--- config.mk ---
export PLATFORM = sky130hd
export DESIGN_NAME = stack_sequencer
export DESIGN_NICKNAME = d
export VERILOG_FILES = /design/src/rtl/stack_sequencer.sv
export SDC_FILE = /design/constraint.sdc
export NUM_CORES = 1
export LEC_CHECK = 0
export BUFFER_PORTS_ARGS = -buffer_cell sky130_fd_sc_hd__buf_2
export CAP_MARGIN = 40
export CORE_MARGIN = 2
export CORE_UTILIZATION = 59
export CTS_BUF_LIST = sky130_fd_sc_hd__clkbuf_8
export CTS_CLUSTER_SIZE = 14
export DETAILED_ROUTE_END_ITERATION = 8
export GPL_TIMING_DRIVEN = 0
export PLACE_DENSITY_LB_ADDON = 0.12
export SYNTH_ARGS = -nofsm -noshare
export SYNTH_HDL_FRONTEND = slang
export SYNTH_SLANG_ARGS = --single-unit
--- constraint.sdc ---
create_clock -name clk -period 4.34 [get_ports clk]
set_input_delay 0.434 -clock clk [delete_from_list [all_inputs] [get_ports clk]]
set_output_delay 0.434 -clock clk [all_outputs]
set_load 0.01 [all_outputs]
--- src/rtl/stack_sequencer.sv ---
// stack_sequencer: owns the stack pointer and sequences PUSH/POP/CALL/RET
// against the data memory (SP address, write enable, S20/S50 mux selects).
// Optional macro STACK_GUARD_EN: depth tracking with sticky overflow/underflow.
module stack_sequencer #(
    parameter logic [7:0]  STACK_BASE  = 8'hFF,
    parameter int unsigned STACK_DEPTH = 16
) (
    input  logic       clk,
    input  logic       rst_n,
    input  logic       op_valid,
    input  logic [1:0] op,
    input  logic [7:0] target_in,
    input  logic [7:0] mem_rdata,
    input  logic       clr_err,
    output logic [7:0] sp_out,
    output logic       mem_wr,
    output logic       s20,
    output logic       s50,
    output logic       busy,
    output logic       done,
    output logic       rn_load,
    output logic       pc_load,
    output logic [7:0] data_out,
    output logic       overflow,
    output logic       underflow
);

    localparam int unsigned DW = 8;

    localparam logic [1:0] OP_PUSH = 2'b00;
    localparam logic [1:0] OP_POP  = 2'b01;
    localparam logic [1:0] OP_CALL = 2'b10;
    localparam logic [1:0] OP_RET  = 2'b11;

    typedef enum logic [2:0] {
        S_IDLE  = 3'd0,
        S_WRITE = 3'd1,
        S_INC   = 3'd2,
        S_READ  = 3'd3,
        S_DONE  = 3'd4
    } state_t;

    state_t        state_q, state_d;
    logic [DW-1:0] sp_q, sp_d;
    logic [DW-1:0] tgt_q, tgt_d;
    logic [DW-1:0] data_out_q, data_out_d;
    logic [1:0]    op_q, op_d;
    logic          err_q, err_d;
    logic          overflow_q, overflow_d;
    logic          underflow_q, underflow_d;
    logic          mem_wr_q, mem_wr_d;
    logic          s20_q, s20_d;
    logic          s50_q, s50_d;
    logic          busy_q, busy_d;
    logic          done_q, done_d;
    logic          rn_load_q, rn_load_d;
    logic          pc_load_q, pc_load_d;

`ifdef STACK_GUARD_EN
    logic [DW-1:0] depth_q, depth_d;
    logic          full, empty;

    // Stack occupancy limits
    assign full  = (depth_q == DW'(STACK_DEPTH));
    assign empty = (depth_q == '0);
`else
    logic unused_cfg;
    assign unused_cfg = clr_err | (STACK_DEPTH > 32'd255);
`endif

    // Next-state, SP arithmetic and registered output decode
    always_comb begin
        state_d     = state_q;
        sp_d        = sp_q;
        tgt_d       = tgt_q;
        data_out_d  = data_out_q;
        op_d        = op_q;
        err_d       = err_q;
        overflow_d  = overflow_q;
        underflow_d = underflow_q;
        mem_wr_d    = 1'b0;
        s20_d       = 1'b0;
        s50_d       = 1'b0;
        busy_d      = 1'b0;
        done_d      = 1'b0;
        rn_load_d   = 1'b0;
        pc_load_d   = 1'b0;
`ifdef STACK_GUARD_EN
        depth_d     = depth_q;
        if (clr_err) begin
            overflow_d  = 1'b0;
            underflow_d = 1'b0;
        end
`else
        overflow_d  = 1'b0;
        underflow_d = 1'b0;
`endif

        unique case (state_q)
            S_IDLE: begin
                if (op_valid) begin
                    op_d  = op;
                    tgt_d = target_in;
                    err_d = 1'b0;
                    if (!op[0]) begin
`ifdef STACK_GUARD_EN
                        if (full) begin
                            state_d    = S_DONE;
                            err_d      = 1'b1;
                            overflow_d = 1'b1;
                        end else
`endif
                        state_d = S_WRITE;
                    end else begin
`ifdef STACK_GUARD_EN
                        if (empty) begin
                            state_d     = S_DONE;
                            err_d       = 1'b1;
                            underflow_d = 1'b1;
                        end else
`endif
                        state_d = S_INC;
                    end
                end
            end
            S_WRITE: begin
                sp_d    = sp_q - DW'(1);
`ifdef STACK_GUARD_EN
                depth_d = depth_q + DW'(1);
`endif
                state_d = S_DONE;
            end
            S_INC: begin
                sp_d    = sp_q + DW'(1);
`ifdef STACK_GUARD_EN
                depth_d = depth_q - DW'(1);
`endif
                state_d = S_READ;
            end
            S_READ: begin
                data_out_d = mem_rdata;
                state_d    = S_DONE;
            end
            S_DONE: begin
                state_d = S_IDLE;
            end
            default: begin
                state_d = S_IDLE;
            end
        endcase

        // Outputs are registered, so decode them from the state being entered
        mem_wr_d  = (state_d == S_WRITE);
        s20_d     = (state_d == S_WRITE) || (state_d == S_READ);
        s50_d     = (state_d == S_WRITE) && (op_d == OP_PUSH);
        busy_d    = (state_d != S_IDLE);
        done_d    = (state_d == S_DONE);
        rn_load_d = (state_d == S_DONE) && !err_d && (op_d == OP_POP);
        pc_load_d = (state_d == S_DONE) && !err_d &&
                    ((op_d == OP_CALL) || (op_d == OP_RET));
        if ((state_d == S_DONE) && (state_q == S_WRITE) && (op_d == OP_CALL)) begin
            data_out_d = tgt_d;
        end
    end

    // State, SP and output registers
    always_ff @(posedge clk or negedge rst_n) begin
        if (!rst_n) begin
            state_q     <= S_IDLE;
            sp_q        <= STACK_BASE;
            tgt_q       <= '0;
            data_out_q  <= '0;
            op_q        <= '0;
            err_q       <= 1'b0;
            overflow_q  <= 1'b0;
            underflow_q <= 1'b0;
            mem_wr_q    <= 1'b0;
            s20_q       <= 1'b0;
            s50_q       <= 1'b0;
            busy_q      <= 1'b0;
            done_q      <= 1'b0;
            rn_load_q   <= 1'b0;
            pc_load_q   <= 1'b0;
`ifdef STACK_GUARD_EN
            depth_q     <= '0;
`endif
        end else begin
            state_q     <= state_d;
            sp_q        <= sp_d;
            tgt_q       <= tgt_d;
            data_out_q  <= data_out_d;
            op_q        <= op_d;
            err_q       <= err_d;
            overflow_q  <= overflow_d;
            underflow_q <= underflow_d;
            mem_wr_q    <= mem_wr_d;
            s20_q       <= s20_d;
            s50_q       <= s50_d;
            busy_q      <= busy_d;
            done_q      <= done_d;
            rn_load_q   <= rn_load_d;
            pc_load_q   <= pc_load_d;
`ifdef STACK_GUARD_EN
            depth_q     <= depth_d;
`endif
        end
    end

    assign sp_out    = sp_q;
    assign mem_wr    = mem_wr_q;
    assign s20       = s20_q;
    assign s50       = s50_q;
    assign busy      = busy_q;
    assign done      = done_q;
    assign rn_load   = rn_load_q;
    assign pc_load   = pc_load_q;
    assign data_out  = data_out_q;
    assign overflow  = overflow_q;
    assign underflow = underflow_q;

endmodule

# After elaboration in Yosys (flattened, before gate mapping)
# Cells that the tools add are included.
[op_classes]
n_addsub = 2
eq_ne = 9
muxes = 12
n_reduce_logical = 15
[op_table]
columns = ["operator", "n"]
rows = [
  ["2-to-1 mux 8 bit", 4],
  ["one-hot mux 8 bit (2 select lines)", 1],
  ["== test 3 x 2 -> 1 bit (second input constant)", 3],
  ["one-hot mux 3 bit (3 select lines)", 1],
  ["adder 8 x 1 -> 8 bit (second input constant)", 1],
  ["subtractor 8 x 1 -> 8 bit (second input constant)", 1],
  ["== test 3 x 1 -> 1 bit (second input constant)", 2],
  ["logical AND 1 bit", 6],
  ["2-to-1 mux 2 bit", 3],
  ["== test 2 bit (second input constant)", 2],
  ["nonzero test 2 bit", 2],
  ["== test 3 bit (second input constant)", 1],
  ["zero test 3 bit", 1],
  ["2-to-1 mux 3 bit", 1],
  ["nonzero test 3 bit", 1],
  ["== test 2 x 1 -> 1 bit (second input constant)", 1],
  ["zero test 2 bit", 1],
  ["logical OR 1 bit", 2],
  ["2-to-1 mux 1 bit", 2],
  ["OR reduction 2 bit", 1],
  ["zero test 1 bit", 1],
]
[word_totals]
register_bits = 37
in_bits = 22
output_inout_bits = 25
wordCells = 51

# Longest topological paths before layout
# Gate-level depths: netlist of the first run.
[logic_depth]
word_depth = 7
depth_mapped = 7
depth_no_buf = 6

# Worst setup path after synthesis of the first run
# No wires, ideal clock.
[synth_timing]
kind = "register to register"
start = "reg done (netlist name)"
end = "reg sp_q[5], in the netlist sp_out[5]"
setup_ns = 0.064
arrival_ns = 2.292
t_required_ns = 4.276
slack_ns = 1.983
path_stages_with_launch = 8
n_path_buf = 1
synth_period_minus_slack_ns = 2.357
path_cell_list = "dfrtp_1 -> buf_6 -> or3b_1 -> ha_1 -> a211oi_1 -> o21bai_1 -> a2111oi_0 -> nand3b_1"
[synth_lines]
columns = ["item", "line", "source"]
rows = [
  ["end signal: assignment", "189", "sp_q <= sp_d;"],
  ["end: declaration", "44", "logic [DW-1:0] sp_q, sp_d;"],
]

==> impl_metrics.tcl, run 1 <==
set metrics [dict create \
    status "completed" \
    p_leak_nw 1.082 \
    dp_hpwl_mm 2.509 \
    finalCriticalPeriod_ps 2643 \
    avgViaCountPerCell 5.721 \
    yosysSeqAreaShare_pct 49.49 \
    netlist_area_mm2 0.001841 \
    clockBufferDepth 2 \
    grt_overflow 0 \
    drc_errors 0 \
    fmaxAchievable_mhz 378.4 \
    grt_max_degree 37 \
    grt_pass1_vias 1298 \
    mostFrequentLayoutCell "buf_2" \
    final_cell_area_mm2 0.002197 \
    grt_pass1_wl_mm 5.837 \
    htree_levels 2 \
    place_ws_ps 1759 \
    antenna_found_initial 0 \
    track_usage_pct 22.04 \
    crit_path_end_kind "flop" \
    fin_crit_sh_pct 60.90 \
    dieArea_mm2 0.003582 \
    critPathKind "reg2reg" \
    crit_slowest_cell "or3b_1" \
    crit_chain "buf_6, or3b_1, ha_1, a211oi_1, o21bai_1, a2111oi_0, nand3b_1" \
    synth_edf_count 0 \
    cts_made_buffers 5 \
    netlist_instances 142 \
    setup_violations 0 \
    drtAntennaViolNets 0 \
    ir_worst_vdd_mv 0.3781 \
    rr_startpoint "done" \
    fin_total_pwr_mw 1.794 \
    first_iter_violations 50 \
    post-cts-setup-buffers 0 \
    cts-resized-gates 0 \
    drive_above_1_share_pct 42.49 \
    via_count 1293 \
    num-fill-cells 225 \
    worst_ep_required_time_ps 4560 \
    synth_seq_cells 36 \
    synth-main-ff-cell "dfrtp_1" \
    core_area_mm2 0.003003 \
    drv_cap 0 \
    finalMaxSlewViolations 0 \
    hold_slack_ps 225.4 \
    drt_first_pass_iters 6 \
    async_flop_share_pct 100.0 \
    synth.avg_cell_area_um2 12.96 \
    fin_nets 222 \
    hold_viol 0 \
    die_x_um 59.85 \
    num_io_pins 47 \
    most-common-layout-cells "buf_2 (43), dfrtp_1 (28), a221o_1 (8), dfstp_2 (8)" \
    cp_top_family "compound AO/OA/AOI/OAI gates" \
    crit_path_start_kind "flop" \
    num_rows 20 \
    fin_ws_ps 1697 \
    placed_area_mm2 0.002101 \
    arrival_ps 2870 \
    tns_ps 0 \
    powerDensity_mw_per_mm2 816.4 \
    clkTransAtPathRegs_ps 70 \
    routed_wl_mm 3.428 \
    hp-class "in2async" \
    rsz0062_at_grt "false" \
    critPathLaunch "done" \
    gp_congestion 0.9258 \
    worst_slew_pin_slew_ps 769.8 \
    diodes 0 \
    tritoncts "yes" \
    critPathMaxStageDelay_ps 530 \
    routedWlPerCell_um 15.17 \
    yosys_warnings 0 \
    clk_latency_ps 280 \
    area_growth_pct 19.37 \
    dieHeight_um 59.85 \
    ys_types 51 \
    slew_headroom_pct 48.68 \
    cts_root_buffer "clkbuf_8" \
    start_util_pct 61.29 \
    cts_sinks 36 \
    holdBufCountCts 0 \
    critical_path.max_fanout 10 \
    port_buffers 43 \
    finClkSkew_ps 4.203 \
    cp_num_buf_inv 1 \
]
==> state kept, by name, indices dropped and copies added, names as in the netlist, 2 cells and up <==
signal	cells
state_q	2
op_q	2
tgt_q	8
data_out	8
sp_out	8
==> layout make-up <==
type,count,area [µm²],share of cell area [%]
timing repair buffer,43,215.2,9.795
tap,33,41.29,1.879
inverter,3,11.26,0.5125
sequential,36,910.9,41.46
buffer,7,63.81,2.904
multi-input combinational,97,858.3,39.07
clock buffer,7,96.34,4.385
==> Yosys cell counts, drive strengths merged, types with 3 or more instances <==
cell type,instances,area (µm²)
dfrtp,28,700.7
mux2,12,161.4
dfstp,8,210.2
a21o,3,22.52
ha,6,75.07
nor3,3,15.01
buf,7,63.80
a21oi,4,20.02
o21ai,5,25.02
xnor2,3,33.79
inv,3,11.26
a221o,8,80.08
nor2b,8,52.55
and2,4,25.02
and2b,6,45.04
==> stage by stage <==
step / util, % / instances
final: 73.17 / 226
after global routing: 73.17 / 226
after CTS: 73.17 / 226
after detailed placement: 69.96 / 219
after global placement: 69.96 / 219
after floorplan: - / 143
==> power breakdown <==
part / internal (mW) / switching, mW / leakage [nW]
Clock: 0.141 / 0.110 / 0.0503
Combinational: 0.464 / 0.472 / 0.599
Sequential: 0.520 / 0.0872 / 0.433
==> cell families after synthesis <==
group | share of synthesized area (%)
adders and majority gates | 5.166
muxes | 9.313
AOI/OAI and AO/OA | 13.46
DFF | 49.49
xor gates and xnor gates | 2.312
other | 0.2037
buffers and inverters | 4.078
and+or+nand+nor | 15.97
==> final timing paths <==
| path | slack, ps | endpoint | cells past startpoint |
|---|---|---|---|
| setup / recovery | 1700 | sp_out[5] | 7 |
| hold / removal | 230 | s20 | 1 |
| setup reg to reg | 1700 | sp_out[5] | 7 |
| hold reg to reg | 500 | tgt_q[6] | 1 |
| max in group asynchronous | 3630 | data_out[0] | 1 |
| min in group clk | 380 | data_out[2] | 2 |
==> per-layer routing <==
| layer | vias up | GRT usage [%] | share of wire (%) |
|---|---|---|---|
| li1 | 622 | - | - |
| met1 | 630 | 26.74 | 42 |
| met2 | 34 | 37.58 | 51 |
| met3 | 7 | 6.710 | 5.3 |
| met4 | 0 | 6.667 | 1.1 |
| met5 | - | 0 | 0 |
(Power assumes the default switching activity.)
==> inputs of run 2 (changes only) <==
- CORE_UTILIZATION: 59 -> 49
- clock period: 4.34 -> 2.2 ns (I/O delays scaled with it)
==> impl_metrics.tcl, run 2 (synthesized netlist as in run 1, its figures left out) <==
set metrics [dict create \
    dp_hpwl_mm 2.565 \
    cts_root_buffer "clkbuf_8" \
    ir_worst_vdd_mv 0.7332 \
    tns_ps -35.67 \
    crit_path_start_kind "flop" \
    placed_area_mm2 0.002141 \
    clockBufferDepth 2 \
    critical_path.max_fanout 5 \
    drtAntennaViolNets 0 \
    avgViaCountPerCell 5.402 \
    htree_levels 2 \
    num_rows 22 \
    setup_violations 2 \
    worst_slew_pin_slew_ps 791.0 \
    dieHeight_um 65.29 \
    num-fill-cells 297 \
    rsz0062_at_grt "true" \
    fin_total_pwr_mw 4.027 \
    slew_headroom_pct 47.27 \
    final_cell_area_mm2 0.002370 \
    diodes 0 \
    dpl.cell_count 234 \
    mostFrequentLayoutCell "buf_2" \
    hold_slack_ps 13.65 \
    num_io_pins 47 \
    finalCriticalPeriod_ps 2223 \
    place_ws_ps -222.9 \
    p_leak_nw 1.133 \
    utilization_pct 65.22 \
    antenna_found_initial 0 \
    track_usage_pct 19.59 \
    clk_latency_ps 290 \
    most-common-layout-cells "buf_2 (43), dfrtp_1 (27), buf_4 (11), a221o_1 (8), dfstp_2 (8)" \
    core_area_mm2 0.003633 \
    critPathKind "reg2reg" \
    port_buffers 43 \
    routed_wl_mm 3.888 \
    area_growth_pct 28.76 \
    gp_congestion 0.8491 \
    worst_ep_required_time_ps 2430 \
    die_x_um 65.29 \
    fin_cells 249 \
    finClkSkew_ps 3.428 \
    multi_input_area_um2 963.4 \
    hold_viol 0 \
    finalMaxSlewViolations 0 \
    fin_crit_sh_pct 101.1 \
    grt_max_degree 37 \
    grt_pass1_vias 1349 \
    drive_above_1_share_pct 49.75 \
    fin_ws_ps -23.47 \
    grt_overflow 0 \
    status "complete, but fails checks" \
    start_util_pct 50.65 \
    arrival_ps 2450 \
    cts_sinks 36 \
    fin_nets 229 \
    drv_cap 0 \
    fmaxAchievable_mhz 449.7 \
    drc_errors 0 \
    violations "setup timing" \
    seqCellArea_um2 912.1 \
    holdBufCountCts 0 \
    grt_pass1_wl_mm 6.368 \
    crit_path_end_kind "flop" \
    clkTransAtPathRegs_ps 70 \
    drt_first_pass_iters 4 \
    powerDensity_mw_per_mm2 1699 \
    tritoncts "yes" \
    via_count 1345 \
    hp-class "in2async" \
    cts_made_buffers 5 \
    dieArea_mm2 0.004262 \
    first_iter_violations 59 \
    routedWlPerCell_um 15.61 \
]
==> run 2: layout make-up <==
class | instances | share of cell area (%)
multi-input combinational | 97 | 40.65
sequential | 36 | 38.49
timing repair buffer | 53 | 12.78
clock buffer | 6 | 3.485
tap | 48 | 2.534
buffer | 4 | 1.267
inverter | 3 | 0.4752
clock inverter | 2 | 0.3168
==> run 2: what timing repair did <==
item	CTS	global route
resized for setup	7	3
buffers inserted	9	1
setup endpoints to repair	4	4
pin swaps	8	5
==> run 2: power by group <==
part / internal [mW] / switching [mW]
logic: 1.22 / 1.12
registers: 1.03 / 0.188
clock network: 0.246 / 0.223
==> run 2: critical path: stages, from the launching register on <==
cell and delay (ps):
dfrtp_1 380, or3b_4 480, buf_12 170, ha_4 280, a21o_1 150, a31oi_2 50, or4b_1 540, nand3_1 100
==> run 2: path summary, 6_finish.rpt <==
kind                         startpoint           to  slack (ps)  cells after the start
max in group asynchronous         rst_n         done        1640                      1
min                               rst_n        err_q          10                      1
min reg2reg                    tgt_q[0]     tgt_q[0]         500                      1
max                          state_q[0]    sp_out[6]         -20                      7
max reg2reg                  state_q[0]    sp_out[6]         -20                      7
min in group clk           mem_rdata[1]  data_out[1]         160                      2
==> run 2: routing by layer <==
layer / part of all wire (%) / GRT usage (%) / vias to the layer above
met1: 43 / 25.25 / 666
met5: 0 / 0 / -
met4: 2.2 / 8.333 / 0
met2: 50 / 32.02 / 36
li1: - / - / 634
met3: 4.2 / 4.110 / 9
==> inputs of run 3 (changes only) <==
- ABC_CLOCK_PERIOD_IN_PS: unset -> 2900
- CELL_PAD_IN_SITES_DETAIL_PLACEMENT: unset -> 0
- CELL_PAD_IN_SITES_GLOBAL_PLACEMENT: unset -> 1
- CORE_UTILIZATION: 49 -> 47
- clock period: 2.2 -> 2.9 ns (I/O delays scaled with it)
==> impl_metrics.tcl, run 3 (synthesized netlist as in run 1, its figures left out) <==
set metrics [dict create \
    avgViaCountPerCell 5.388 \
    grt_pass1_wl_mm 5.989 \
    fin_total_pwr_mw 2.759 \
    mostFrequentLayoutCell "buf_2" \
    tns_ps 0 \
    crit_path_end_kind "flop" \
    finalCriticalPeriod_ps 2661 \
    routed_wl_mm 3.621 \
    gp_congestion 0.7516 \
    hp-class "in2async" \
    cts_made_buffers 5 \
    utilization_pct 60.03 \
    num-fill-cells 339 \
    setup_violations 0 \
    drv_cap 0 \
    status "completed" \
    first_iter_violations 60 \
    fin_ws_ps 239.2 \
    holdBufCountCts 0 \
    fin_nets 222 \
    num_rows 22 \
    die_x_um 66.58 \
    drive_above_1_share_pct 42.78 \
    critPathKind "reg2reg" \
    critical_path.max_fanout 10 \
    drt_first_pass_iters 4 \
    worst_slew_pin_slew_ps 779.1 \
    cts_sinks 36 \
    htree_levels 2 \
    fin_cells 242 \
    grt_overflow 0 \
    crit_path_start_kind "flop" \
    finalMaxSlewViolations 0 \
    tritoncts "yes" \
    cts-resized-gates 0 \
    antenna_found_initial 0 \
    slew_headroom_pct 48.06 \
    diodes 0 \
    dieArea_mm2 0.004432 \
    hold_slack_ps 81.48 \
    clockBufferDepth 2 \
    arrival_ps 2890 \
    cts_root_buffer "clkbuf_8" \
    seqCellArea_um2 910.9 \
    dieHeight_um 66.58 \
    post-cts-setup-buffers 0 \
    fmaxAchievable_mhz 375.8 \
    multi_input_area_um2 858.3 \
    dp_hpwl_mm 2.685 \
    place_ws_ps 260.6 \
    ir_worst_vdd_mv 0.5287 \
    start_util_pct 49.53 \
    track_usage_pct 18.07 \
    powerDensity_mw_per_mm2 1237 \
    grt_pass1_vias 1300 \
    num_io_pins 47 \
    clkTransAtPathRegs_ps 70 \
    p_leak_nw 1.086 \
    clk_latency_ps 280 \
    via_count 1304 \
    dpl.cell_count 234 \
    hold_viol 0 \
    area_growth_pct 21.21 \
    placed_area_mm2 0.002120 \
    fin_crit_sh_pct 91.75 \
    most-common-layout-cells "buf_2 (43), dfrtp_1 (28), a221o_1 (8), dfstp_2 (8)" \
    port_buffers 43 \
    routedWlPerCell_um 14.96 \
    drtAntennaViolNets 0 \
    rsz0062_at_grt "false" \
    final_cell_area_mm2 0.002231 \
    drc_errors 0 \
    core_area_mm2 0.003716 \
    finClkSkew_ps 6.373 \
    worst_ep_required_time_ps 3130 \
    grt_max_degree 37 \
]
==> run 3: cell count changes in the layout (fill, tap and decap cells not counted), sizes merged <==
cell / change
clkbuf: -1
buf: -7
inv: -2
clkinv: +1
clkinvlp: +1
bufinv: +1
==> run 3: layer usage <==
metal / global-route usage [%] / up-vias / share of wire (%)
li1: - / 626 / -
met1: 21.48 / 651 / 44
met2: 32.38 / 23 / 52
met3: 4.561 / 4 / 3.3
met4: 4.592 / 0 / 0.88
met5: 0 / - / 0
==> run 3: critical path: stages (launching register included) <==
cell and delay, ps:
dfrtp_1 450, buf_6 180, or3b_1 530, ha_1 360, a211oi_1 380, o21bai_1 150
a2111oi_0 390, nand3b_1 160
==> run 3: power breakdown <==
group          internal [mW]  leakage (nW)  switching, mW
registers              0.777         0.433          0.132
clock network          0.254        0.0541          0.182
logic                  0.697         0.599          0.716
==> run 3: area by class of cell <==
cell class	count	area share, %
sequential	36	40.83
multi-input combinational	97	38.47
timing repair buffer	43	9.647
clock buffer	5	3.085
buffer	7	2.860
tap	48	2.692
clock inverter	3	1.907
inverter	3	0.5048
==> run 3: final timing paths <==
kind / start / to / slack, ps / depth (start not counted)
min in group clk: mem_rdata[1] / data_out[1] / 230 / 2
min reg2reg: tgt_q[4] / tgt_q[4] / 500 / 1
min: rst_n / busy / 80 / 1
max: done / sp_out[5] / 240 / 7
max in group asynchronous: rst_n / done / 2320 / 1
max reg2reg: done / sp_out[5] / 240 / 7
